[src/rtl/tt_spine_sel_if.sv]
// Bus bundle between the spine selector and its controller.
//
// Handshake: a direct load transfers on a rising clock edge where both
// load_vld and load_rdy are 1. load_vld may be raised at any time and
// load_idx must be stable while load_vld is high. load_rdy does not depend
// combinationally on load_vld. A transferred load is always consumed, even
// if it is later dropped by priority or rejected as out of range.
//
// dbg_state encoding: 0 IDLE, 1 ACTIVE, 2 DRAIN, 3 SETTLE.
`timescale 1ns/1ps
interface tt_spine_sel_if;
  logic       sel_rst;
  logic       sel_inc;
  logic       ena_req;
  logic       load_vld;
  logic [9:0] load_idx;
  logic       load_rdy;
  logic       load_err;
  logic [9:0] spine_sel;
  logic       spine_ena;
  logic [9:0] cur_idx;
  logic       busy;
  logic [1:0] dbg_state;

  // Selector side.
  modport slave (
    input  sel_rst, sel_inc, ena_req, load_vld, load_idx,
    output load_rdy, load_err, spine_sel, spine_ena, cur_idx, busy, dbg_state
  );

  // Controller side.
  modport master (
    output sel_rst, sel_inc, ena_req, load_vld, load_idx,
    input  load_rdy, load_err, spine_sel, spine_ena, cur_idx, busy, dbg_state
  );
endinterface

[src/rtl/tt_spine_sel.sv]
// Spine selector: chooses one user design on the shared spine and gates its
// enable so the select field never moves while a design is enabled. Index
// changes from ACTIVE first drop the enable for one cycle (DRAIN), then move
// the select and wait SETTLE cycles before re-enabling.
`timescale 1ns/1ps
module tt_spine_sel #(
  parameter int N_UM   = 16,
  parameter int N_MUX  = 16,
  parameter int SETTLE = 4
) (
  input  logic           clk,
  input  logic           rst_n,
  tt_spine_sel_if.slave  bus
);

  typedef enum logic [1:0] {
    ST_IDLE   = 2'd0,
    ST_ACTIVE = 2'd1,
    ST_DRAIN  = 2'd2,
    ST_SETTLE = 2'd3
  } state_e;

  localparam logic [4:0] UM_LAST  = 5'(N_UM - 1);
  localparam logic [4:0] MUX_LAST = 5'(N_MUX - 1);
  localparam logic [5:0] UM_LIM   = 6'(N_UM);
  localparam logic [5:0] MUX_LIM  = 6'(N_MUX);
  localparam logic [3:0] CNT_INIT = 4'(SETTLE - 1);

  state_e     state_q, state_d;
  logic [9:0] idx_q, idx_d;
  logic [9:0] pend_q, pend_d;
  logic [9:0] sel_q, sel_d;
  logic [3:0] cnt_q, cnt_d;
  logic       ena_q, ena_d;
  logic       busy_q, busy_d;
  logic       rdy_q, rdy_d;
  logic       err_q, err_d;

  logic       load_acc;
  logic       load_ok;
  logic       req_chg;
  logic       req_bad;
  logic [9:0] req_tgt;
  logic [9:0] drain_tgt;

  // Index {m, u} to the interleaved select field used by the tt_mux array.
  function automatic logic [9:0] map_sel(input logic [9:0] idx);
    return {idx[9:6], idx[0], idx[5], idx[4:1]};
  endfunction

  // Next design in scan order, wrapping at the last user module of the last mux.
  function automatic logic [9:0] next_idx(input logic [9:0] idx);
    logic [4:0] m;
    logic [4:0] u;
    m = idx[9:5];
    u = idx[4:0];
    if (u == UM_LAST) begin
      u = 5'd0;
      m = (m == MUX_LAST) ? 5'd0 : m + 5'd1;
    end else begin
      u = u + 5'd1;
    end
    return {m, u};
  endfunction

  // Request decode with priority sel_rst > accepted load > sel_inc.
  always_comb begin
    req_chg  = 1'b0;
    req_bad  = 1'b0;
    req_tgt  = idx_q;
    load_acc = bus.load_vld & rdy_q;
    load_ok  = ({1'b0, bus.load_idx[4:0]} < UM_LIM) &&
               ({1'b0, bus.load_idx[9:5]} < MUX_LIM);
    if (bus.sel_rst) begin
      req_chg = 1'b1;
      req_tgt = 10'd0;
    end else if (load_acc && load_ok) begin
      req_chg = 1'b1;
      req_tgt = bus.load_idx;
    end else if (load_acc) begin
      req_bad = 1'b1;
    end else if (bus.sel_inc) begin
      req_chg = 1'b1;
      req_tgt = next_idx(idx_q);
    end
  end

  // A reset request arriving during DRAIN overrides the pending index.
  always_comb begin
    drain_tgt = bus.sel_rst ? 10'd0 : pend_q;
  end

  // Next-state and next-output logic for the selection FSM.
  always_comb begin
    state_d = state_q;
    idx_d   = idx_q;
    pend_d  = pend_q;
    sel_d   = sel_q;
    cnt_d   = cnt_q;
    err_d   = 1'b0;
    unique case (state_q)
      ST_IDLE: begin
        if (req_chg) begin
          // Nothing is enabled, so the select may move on the next edge.
          idx_d   = req_tgt;
          sel_d   = map_sel(req_tgt);
          cnt_d   = CNT_INIT;
          state_d = ST_SETTLE;
        end else if (req_bad) begin
          err_d = 1'b1;
        end else if (bus.ena_req) begin
          state_d = ST_ACTIVE;
        end
      end
      ST_ACTIVE: begin
        if (req_chg) begin
          // Drop the enable first; the select moves one edge later.
          pend_d  = req_tgt;
          state_d = ST_DRAIN;
        end else if (req_bad) begin
          err_d = 1'b1;
        end else if (!bus.ena_req) begin
          state_d = ST_IDLE;
        end
      end
      ST_DRAIN: begin
        idx_d   = drain_tgt;
        sel_d   = map_sel(drain_tgt);
        cnt_d   = CNT_INIT;
        state_d = ST_SETTLE;
      end
      ST_SETTLE: begin
        if (bus.sel_rst) begin
          idx_d = 10'd0;
          sel_d = 10'd0;
          cnt_d = CNT_INIT;
        end else if (cnt_q == 4'd0) begin
          state_d = bus.ena_req ? ST_ACTIVE : ST_IDLE;
        end else begin
          cnt_d = cnt_q - 4'd1;
        end
      end
      default: begin
        state_d = ST_IDLE;
      end
    endcase
  end

  // Registered outputs are decoded from the next state so they come straight from flops.
  always_comb begin
    ena_d  = (state_d == ST_ACTIVE);
    busy_d = (state_d == ST_DRAIN) || (state_d == ST_SETTLE);
    rdy_d  = (state_d == ST_IDLE) || (state_d == ST_ACTIVE);
  end

  // State and output registers; reset clears everything including load_rdy.
  always_ff @(posedge clk or negedge rst_n) begin
    if (!rst_n) begin
      state_q <= ST_IDLE;
      idx_q   <= 10'd0;
      pend_q  <= 10'd0;
      sel_q   <= 10'd0;
      cnt_q   <= 4'd0;
      ena_q   <= 1'b0;
      busy_q  <= 1'b0;
      rdy_q   <= 1'b0;
      err_q   <= 1'b0;
    end else begin
      state_q <= state_d;
      idx_q   <= idx_d;
      pend_q  <= pend_d;
      sel_q   <= sel_d;
      cnt_q   <= cnt_d;
      ena_q   <= ena_d;
      busy_q  <= busy_d;
      rdy_q   <= rdy_d;
      err_q   <= err_d;
    end
  end

  assign bus.spine_sel = sel_q;
  assign bus.spine_ena = ena_q;
  assign bus.cur_idx   = idx_q;
  assign bus.busy      = busy_q;
  assign bus.load_rdy  = rdy_q;
  assign bus.load_err  = err_q;
  assign bus.dbg_state = state_q;

endmodule

[src/flat_wrapper.sv]
// flat-port wrapper written by rule: the top's interface ports become plain ports
module tt_spine_sel_flat 
#(
  parameter int N_UM   = 16,
  parameter int N_MUX  = 16,
  parameter int SETTLE = 4
)
  (clk, rst_n, bus_sel_rst, bus_sel_inc, bus_ena_req, bus_load_vld, bus_load_idx, bus_load_rdy, bus_load_err, bus_spine_sel, bus_spine_ena, bus_cur_idx, bus_busy, bus_dbg_state);
  tt_spine_sel_if bus_i ();
  input  logic clk;
  input  logic rst_n;
  input wire logic [$bits(bus_i.sel_rst)-1:0] bus_sel_rst;
  input wire logic [$bits(bus_i.sel_inc)-1:0] bus_sel_inc;
  input wire logic [$bits(bus_i.ena_req)-1:0] bus_ena_req;
  input wire logic [$bits(bus_i.load_vld)-1:0] bus_load_vld;
  input wire logic [$bits(bus_i.load_idx)-1:0] bus_load_idx;
  output wire logic [$bits(bus_i.load_rdy)-1:0] bus_load_rdy;
  output wire logic [$bits(bus_i.load_err)-1:0] bus_load_err;
  output wire logic [$bits(bus_i.spine_sel)-1:0] bus_spine_sel;
  output wire logic [$bits(bus_i.spine_ena)-1:0] bus_spine_ena;
  output wire logic [$bits(bus_i.cur_idx)-1:0] bus_cur_idx;
  output wire logic [$bits(bus_i.busy)-1:0] bus_busy;
  output wire logic [$bits(bus_i.dbg_state)-1:0] bus_dbg_state;
  assign bus_i.sel_rst = bus_sel_rst;
  assign bus_i.sel_inc = bus_sel_inc;
  assign bus_i.ena_req = bus_ena_req;
  assign bus_i.load_vld = bus_load_vld;
  assign bus_i.load_idx = bus_load_idx;
  assign bus_load_rdy = bus_i.load_rdy;
  assign bus_load_err = bus_i.load_err;
  assign bus_spine_sel = bus_i.spine_sel;
  assign bus_spine_ena = bus_i.spine_ena;
  assign bus_cur_idx = bus_i.cur_idx;
  assign bus_busy = bus_i.busy;
  assign bus_dbg_state = bus_i.dbg_state;
  tt_spine_sel #(.N_UM(N_UM), .N_MUX(N_MUX), .SETTLE(SETTLE)) u_core (.clk(clk), .rst_n(rst_n), .bus(bus_i));
endmodule
[config.mk]
export PLATFORM = sky130hd
export DESIGN_NAME = tt_spine_sel_flat
export DESIGN_NICKNAME = d
export VERILOG_FILES = /design/src/rtl/tt_spine_sel_if.sv /design/src/rtl/tt_spine_sel.sv /design/src/flat_wrapper.sv
export SDC_FILE = /design/constraint.sdc
export NUM_CORES = 1
export LEC_CHECK = 0
export BUFFER_PORTS_ARGS = -buffer_cell sky130_fd_sc_hd__buf_2
export CAP_MARGIN = 30
export CORE_MARGIN = 2
export CORE_UTILIZATION = 48
export CTS_CLUSTER_DIAMETER = 200
export DETAILED_ROUTE_END_ITERATION = 16
export GPL_TIMING_DRIVEN = 0
export PLACE_DENSITY = 0.75
export SLEW_MARGIN = 20
export SYNTH_ARGS = -nofsm -noshare
export SYNTH_HDL_FRONTEND = slang
export SYNTH_SLANG_ARGS = --single-unit
[constraint.sdc]
create_clock -name clk -period 1.8 [get_ports clk]
set_clock_uncertainty 0.15 [all_clocks]
set_input_delay 0.36 -clock clk [delete_from_list [all_inputs] [get_ports clk]]
set_output_delay 0.36 -clock clk [all_outputs]
set_load 0.02 [all_outputs]
# Yosys cells after proc, flatten, opt, wreduce, memory -nomap -nowiden
# Index checks and enable logic that the tools add are counted.
# word_totals
input_bits,16
out_inout_bits,26
word_cells,75
regBits,40
# op_classes
addsub,3
mux,37
n_reduce_logical,12
n_eq_ne,11
n_lt_le_gt_ge,2
n_bitwise,1
# ops
op,n
10-bit two-way mux,8
10-bit case mux with 3 select lines,2
2-bit two-way mux,8
5-bit two-way mux,3
4-bit two-way mux,3
4-bit case mux with 3 select lines,1
1-bit two-way mux,11
5-bit by 1-bit adder with 5-bit output (second input constant),2
5-bit by 4-bit == test with 1-bit output (second input constant),2
5-bit less-than comparator (second input constant),2
2-bit == test (second input constant),4
2-bit case mux with 4 select lines,1
3-bit AND reduction,2
2-bit by 1-bit == test with 1-bit output (second input constant),2
2-bit zero test,2
4-bit zero test,1
4-bit by 1-bit subtractor with 4-bit output (second input constant),1
3-bit inequality test (second input constant),1
3-bit nonzero test,1
1-bit logical AND,2
1-bit logical OR,2
2-bit by 1-bit inequality test with 1-bit output (second input constant),1
2-bit inequality test (second input constant),1
2-bit AND reduction,1
other kinds (2),2

# Longest topological paths before layout
# Gate-level depths: netlist of run 1.
# logic_depth
ltp_word,10
depth_mapped,7
ltp_nobuf,6

# Least setup slack after synthesis of run 1
# Ideal clock, no wire load.
# synth_path
path_kind,flip-flop to flip-flop
from,register u_core.bus.spine_sel[5] (netlist name)
to,"register u_core.idx_q[9], in the netlist u_core.bus.cur_idx[9]"
arrival_time_ns,1.801
stages_incl_launch_ff,8
setup_ns,0.136
path_slack_ns,-0.287
cell_sequence,dfrtp_1 ha_1 and4b_1 clkbuf_1 nand2_1 o311ai_0 a2bb2oi_1 o21ai_0
# synth_lines
element,line,rtl
to (signal assigned),tt_spine_sel.sv:170,idx_q <= idx_d;
to (decl),tt_spine_sel.sv:30,"logic [9:0] idx_q, idx_d;"

# Worst setup path in the final report of run 1
# layout_path
from,"register u_core.rdy_q, in the netlist u_core.bus.load_rdy"
to,register u_core.cnt_q[3]
# layout_between
elab_chain_len,6
word_cells_on_any_way,7
cone_classes,eq/ne (1); mux (3); bitwise (1); reduce/logical (2)
# layout_lines
element,line,rtl
from (decl),tt_spine_sel.sv:36,"logic rdy_q, rdy_d;"
from (signal assigned),tt_spine_sel.sv:176,rdy_q <= rdy_d;
1-bit AND (*),tt_spine_sel.sv:71,load_acc = bus.load_vld & rdy_q;
1-bit two-way mux or 1-bit logical AND (tied branches),"tt_spine_sel.sv:80, tt_spine_sel.sv:77",
1-bit two-way mux (*),tt_spine_sel.sv:77,end else if (load_acc && load_ok) begin
1-bit two-way mux (*),tt_spine_sel.sv:74,if (bus.sel_rst) begin
2-bit by 1-bit inequality test with 1-bit output (no source line) (*),n/a,
3-bit AND reduction (no source line) (*),n/a,
to (signal assigned),tt_spine_sel.sv:173,cnt_q <= cnt_d;
to (decl),tt_spine_sel.sv:33,"logic [3:0] cnt_q, cnt_d;"
# Every way passes the cells marked *; elsewhere a longest branch is shown, timed or not.
# A chain may end at the register's enable or synchronous reset.

==> flow_metrics.env, run 1 <==
export IMPL_status="finished, violations left"
export IMPL_violations="negative setup slack"
export IMPL_syn2layout_area_growth_pct=48.3
export IMPL_place_hpwl_mm=3.28
export IMPL_powerDensity_nw_per_um2=1010
export IMPL_dpl_instance_area_um2=2170
export IMPL_vias_per_cell=6.26
export IMPL_grt_pass1_vias=1768
export IMPL_dieArea_um2=4300
export IMPL_vias=2021
export IMPL_cp_required_ps=1880
export IMPL_clk_pin_slew_ps=70
export IMPL_leakagePower_nw=1.27
export IMPL_wirelength_mm=6.13
export IMPL_layout_commonest_cell="buf_2"
export IMPL_holdPathStages=3
export IMPL_synthCells=198
export IMPL_final_util=0.737
export IMPL_syn_nets=218
export IMPL_cpPeakStageDelay_ps=520
export IMPL_cts_tree="built"
export IMPL_final_setup_viol_count=20
export IMPL_max_freq_mhz=521
export IMPL_finalPower_mw=2.73
export IMPL_grt_overflow=0
export IMPL_drc=0
export IMPL_io_buffer_count=41
export IMPL_hold_viol=0
export IMPL_avgSynthCellArea_um2=9.19
export IMPL_timing_final_ws_setup_ps=-118
export IMPL_final_cell_mix="buf_2, buf_4, dfrtp_1"
export IMPL_fin_area_um2=2700
export IMPL_ys_seq_area_frac=0.413
export IMPL_cts_root_buffer="clkbuf_8"
export IMPL_cap_violations=0
export IMPL_nFillCells=252
export IMPL_synth_area_um2=1820
export IMPL_rows=22
export IMPL_async_flop_share=1.00
export IMPL_ys_types=49
export IMPL_cp_cell_sequence="and4bb_4 -> or4_4 -> nand3_2 -> buf_4 -> o31ai_1 -> a21oi_2"
export IMPL_ff2ff_path_depth=6
export IMPL_cts_max_level=2
export IMPL_critPathArrivalTime_ps=2000
export IMPL_io_pins=42
export IMPL_clock_latency_ps=290
export IMPL_grt_max_degree=31
export IMPL_final_antenna_net_count=0
export IMPL_ys_flop_type="dfrtp_1"
export IMPL_report_final_slew_viol_count=0
export IMPL_ys_warn_count=0
export IMPL_rsz0062_at_grt="yes"
export IMPL_hp_class="in -> reg"
export IMPL_diodes=0
export IMPL_clk_path_buf_depth=2
export IMPL_cts_inserted_buffers=5
export IMPL_dp_cells=287
export IMPL_dieWidth_um=65.6
export IMPL_instances_no_fill=323
export IMPL_synth_edff_count=0
export IMPL_peakVddDrop_mv=0.662
export IMPL_cts_sinks=30
export IMPL_antenna_found_initial=0
export IMPL_max_slew_margin=0.546
export IMPL_synth_seq_cells=30
export IMPL_place_congestion=0.835
export IMPL_tightest_slew_ps=682
export IMPL_die_h_um=65.6
export IMPL_nets=294
export IMPL_post_drt_wl_per_cell_um=19.0
export IMPL_dr_first_iter_drc_count=176
export IMPL_slowest_stage="or4_4"
export IMPL_drive_above_1_share=0.531
export IMPL_start_util=0.497
export IMPL_core_area_um2=3660
export IMPL_endpoint_kind="register"
export IMPL_path_max_fanout=7
export IMPL_period_minus_slack_ps=1920
export IMPL_crit_type="reg -> reg"
export IMPL_worstSetupStartpointType="register"
export IMPL_grt_pass1_wl_mm=8.62
export IMPL_grt_usage=0.263
export IMPL_fin_crit_sh=1.07
export IMPL_firstDrtPassIters=5
[layer usage]
metal / part of all wire / GRT usage / up-vias
met4: 0.030 / 0.0964 / 0
met2: 0.48 / 0.418 / 147
met3: 0.092 / 0.0668 / 26
li1: - / - / 879
met5: 0 / 0 / -
met1: 0.40 / 0.347 / 969
[kinds of logic after synthesis]
| logic type | after synthesis | synth area share |
|---|---|---|
| adder cells (fa/ha/maj) | 4 | 0.0275 |
| AO/OA/AOI/OAI | 62 | 0.251 |
| buffers and inverters | 26 | 0.0812 |
| XOR/XNOR | 3 | 0.0144 |
| flip-flops | 30 | 0.413 |
| multiplexers | 1 | 0.00550 |
| AND/OR/NAND/NOR | 72 | 0.208 |
[final timing paths]
check	startpoint	end	slack (ps)
worst max-delay path	u_core.bus.load_rdy	u_core.cnt_q[3]	-120
worst min-delay path	bus_ena_req	u_core.bus.dbg_state[0]	250
worst max register to register	u_core.bus.load_rdy	u_core.cnt_q[3]	-120
worst min register to register	u_core.pend_q[9]	u_core.pend_q[9]	360
max in group asynchronous	rst_n	u_core.bus.spine_sel[4]	530
min in group asynchronous	rst_n	u_core.cnt_q[0]	490
[through the flow]
| step | hold slack, ps | setup slack [ps] | TNS (ps) |
|---|---|---|---|
| global placement | 288 | -642 | -8250 |
| global route | 247 | -209 | -2970 |
| detailed placement | 291 | -285 | -5110 |
| floorplan | -85.6 | -27.3 | -73.6 |
| finish | 249 | -118 | -1400 |
| CTS | 223 | -50.4 | -127 |
[flip-flops by register name (all words and copies together), names as in the netlist]
register              count
u_core.bus.busy           1
u_core.bus.cur_idx        1
u_core.bus.dbg_state      2
u_core.bus.load_err       1
u_core.bus.load_rdy       1
u_core.bus.spine_ena      1
u_core.bus.spine_sel      9
u_core.cnt_q              4
u_core.pend_q            10
[where the power goes]
part / switching [mW] / internal (mW) / leakage [nW] / total (mW)
registers: 0.137 / 0.816 / 0.379 / 0.953
clock network: 0.278 / 0.386 / 0.0575 / 0.664
logic: 0.613 / 0.502 / 0.837 / 1.11
total: 1.03 / 1.70 / 1.27 / 2.73
[critical path: cells and delay by family, from the launching register on]
family / cells / cell delay [ps]
AO/OA/AOI/OAI: 2 / 200
buffers and inverters: 1 / 120
flip-flops: 1 / 470
AND/OR/NAND/NOR: 3 / 920
[final cells by class]
class / instances / area (um2) / share of cell area
tap: 48 / 60.1 / 0.0223
multi-input combinational: 142 / 1150 / 0.425
sequential: 30 / 759 / 0.282
timing repair buffer: 71 / 444 / 0.165
buffer: 17 / 151 / 0.0561
clock buffer: 8 / 110 / 0.0408
inverter: 7 / 26.3 / 0.00974
[Yosys cell counts (2+ instances only)]
master,instances,area [um2]
a22o_1,9,78.8
and3b_1,2,17.5
or4_1,3,22.5
nor2_1,21,78.8
nand4_1,4,25.0
a221oi_1,2,17.5
o21a_1,3,22.5
nor3_1,6,30.0
buf_2,4,20.0
a2bb2oi_1,2,17.5
xnor2_1,2,17.5
o211ai_1,5,37.5
clkbuf_1,4,15.0
o21ai_0,10,50.1
or3_1,2,12.5
a21oi_1,12,60.1
inv_1,7,26.3
buf_4,10,75.1
and2_1,2,12.5
dfrtp_1,30,751
a22oi_1,2,15.0
nand2_1,16,60.1
nand3_1,7,35.0
ha_1,4,50.1
nand3b_1,2,15.0
a211o_1,2,17.5
a21o_1,3,22.5
[what timing repair did]
item,in CTS,in global routing
hold endpoints to repair,30,0
hold buffers,1,0
gates cloned,1,1
buffers inserted,17,12
pin swaps,12,21
resized for setup,16,39
setup endpoints to repair,25,26
Note: power is estimated with default switching activity, not from simulation.
==> inputs of run 2 (changes only) <==
--- a/config.mk
+++ b/config.mk
@@ -8,11 +8,10 @@
 export BUFFER_PORTS_ARGS = -buffer_cell sky130_fd_sc_hd__buf_2
 export CAP_MARGIN = 30
 export CORE_MARGIN = 2
-export CORE_UTILIZATION = 48
+export CORE_UTILIZATION = 40
 export CTS_CLUSTER_DIAMETER = 200
 export DETAILED_ROUTE_END_ITERATION = 16
 export GPL_TIMING_DRIVEN = 0
-export PLACE_DENSITY = 0.75
 export SLEW_MARGIN = 20
 export SYNTH_ARGS = -nofsm -noshare
 export SYNTH_HDL_FRONTEND = slang
==> constraint.sdc (replaced) <==
create_clock -name clk -period 2.16 [get_ports clk]
set_clock_uncertainty 0.15 [all_clocks]
set_input_delay 0.432 -clock clk [delete_from_list [all_inputs] [get_ports clk]]
set_output_delay 0.432 -clock clk [all_outputs]
set_load 0.005 [all_outputs]
==> run 2 against run 1 <==
Net effect: the run now ends clean; register-to-register slack improved by 230 ps; flip-flop and latch count did not move; global-route usage shrank 6.6 points; clock-buffer cell count is 1 lower; utilization is 23 points lower; highest routed layer unchanged; non-clock buffer count down 28; first-iteration DRC count fell by 42%; critical endpoint is now u_core.bus.spine_sel[4]; final cell count fell by 7.7%; via count is 19% lower; critical path depth unchanged; sequential share of layout area up 6.0 points.
==> flow_metrics.env, run 2 (synthesis results as in run 1) <==
export IMPL_drc=0
export IMPL_nFillCells=436
export IMPL_grt_usage=0.198
export IMPL_rsz0062_at_grt="no"
export IMPL_final_cell_mix="buf_2, dfrtp_1, nor2_1"
export IMPL_leakagePower_nw=1.06
export IMPL_cts_sinks=30
export IMPL_io_pins=42
export IMPL_dr_first_iter_drc_count=102
export IMPL_cp_required_ps=2230
export IMPL_fin_area_um2=2210
export IMPL_hp_class="in -> async"
export IMPL_cap_violations=0
export IMPL_core_area_um2=4350
export IMPL_clk_path_buf_depth=2
export IMPL_powerDensity_nw_per_um2=807
export IMPL_worstSetupStartpointType="register"
export IMPL_place_congestion=0.922
export IMPL_hold_viol=0
export IMPL_top_register="u_core.pend_q"
export IMPL_cts_root_buffer="clkbuf_8"
export IMPL_startpoint="u_core.bus.load_rdy"
export IMPL_holdWs_ps=35.7
export IMPL_clk_pin_slew_ps=60
export IMPL_path_max_fanout=10
export IMPL_r2r_start="u_core.bus.load_rdy"
export IMPL_critPathArrivalTime_ps=2120
export IMPL_dieArea_um2=5100
export IMPL_post_drt_wl_per_cell_um=15.6
export IMPL_tightest_slew_ps=672
export IMPL_diodes=0
export IMPL_cts_tree="built"
export IMPL_firstDrtPassIters=4
export IMPL_io_buffer_count=41
export IMPL_dpl_instance_area_um2=2090
export IMPL_fin_crit_sh=0.948
export IMPL_dieWidth_um=71.4
export IMPL_place_hpwl_mm=3.39
export IMPL_finalPower_mw=1.78
export IMPL_cts_inserted_buffers=5
export IMPL_antenna_found_initial=0
export IMPL_final_util=0.508
export IMPL_drive_above_1_share=0.325
export IMPL_peakVddDrop_mv=0.359
export IMPL_grt_max_degree=31
export IMPL_rows=24
export IMPL_final_setup_viol_count=0
export IMPL_max_slew_margin=0.552
export IMPL_vias=1634
export IMPL_grt_pass1_vias=1620
export IMPL_endpoint_kind="register"
export IMPL_grt_overflow=0
export IMPL_crit_type="reg -> reg"
export IMPL_instances_no_fill=298
export IMPL_postCtsSetupBuffers=0
export IMPL_syn2layout_area_growth_pct=21.5
export IMPL_cts_max_level=2
export IMPL_period_minus_slack_ps=2050
export IMPL_status="finished, final reports clean"
export IMPL_nets=266
export IMPL_largest_reg_flops=10
export IMPL_layout_commonest_cell="buf_2"
export IMPL_die_h_um=71.4
export IMPL_start_util=0.418
export IMPL_report_final_slew_viol_count=0
export IMPL_final_antenna_net_count=0
export IMPL_max_freq_mhz=488
export IMPL_grt_pass1_wl_mm=7.89
export IMPL_clock_latency_ps=280
export IMPL_vias_per_cell=5.48
export IMPL_wirelength_mm=4.66
export IMPL_dp_cells=292
run 2: changes by cell type in the layout (fill, tap and decap cells not counted), sizes merged:
cell,before,now
dlygate4sd3,1,0
buf,86,58
run 2: routing by layer:
metal,part of all wire,global-route usage,routed length (um),up-vias
li1,-,-,-,817
met1,0.49,0.280,2290,781
met2,0.46,0.295,2140,32
met3,0.041,0.0520,192,4
met4,0.0082,0.0650,38,0
met5,0,0,0,-
run 2: through the flow:
stage	TNS, ps	worst slack (ps)
floorplan	0	192
finish	0	112
detailed placement	-1210	-155
CTS	0	45.5
global route	0	5.65
global placement	-3020	-260
run 2: report_power, final:
part | switching, mW | internal, mW
Sequential | 0.114 | 0.678
Combinational | 0.305 | 0.268
Clock | 0.197 | 0.221
Total | 0.617 | 1.17
run 2: cell type report:
class | instances | area [um2] | share of cell area
buffer | 18 | 119 | 0.0538
clock buffer | 7 | 76.3 | 0.0345
inverter | 7 | 26.3 | 0.0119
multi-input combinational | 142 | 960 | 0.434
sequential | 30 | 754 | 0.341
tap | 52 | 65.1 | 0.0294
timing repair buffer | 42 | 210 | 0.0951
run 2: worst paths after layout:
| kind | end | slack, ps | depth (start not counted) |
|---|---|---|---|
| worst max-delay path | u_core.bus.spine_sel[4] | 110 | 6 |
| worst min-delay path | u_core.bus.dbg_state[0] | 40 | 1 |
| worst max register to register | u_core.bus.spine_sel[4] | 110 | 6 |
| worst min register to register | u_core.pend_q[7] | 340 | 2 |
| max in group asynchronous | u_core.bus.load_rdy | 1350 | 1 |
| min in group clk | u_core.bus.dbg_state[0] | 270 | 3 |
run 2: timing repair:
| action | in CTS | in global routing |
|---|---|---|
| gates resized for setup | 4 | 10 |
| setup endpoints to repair | 9 | 14 |
| hold buffers | 0 | 0 |
| pin swaps | 0 | 1 |
run 2: critical path: stages, from the launching register on:
cell and delay (ps):
dfrtp_2 460, a21boi_1 210, buf_6 190, nor3_2 70
o21a_1 230, nor3_1 480, a21o_1 200
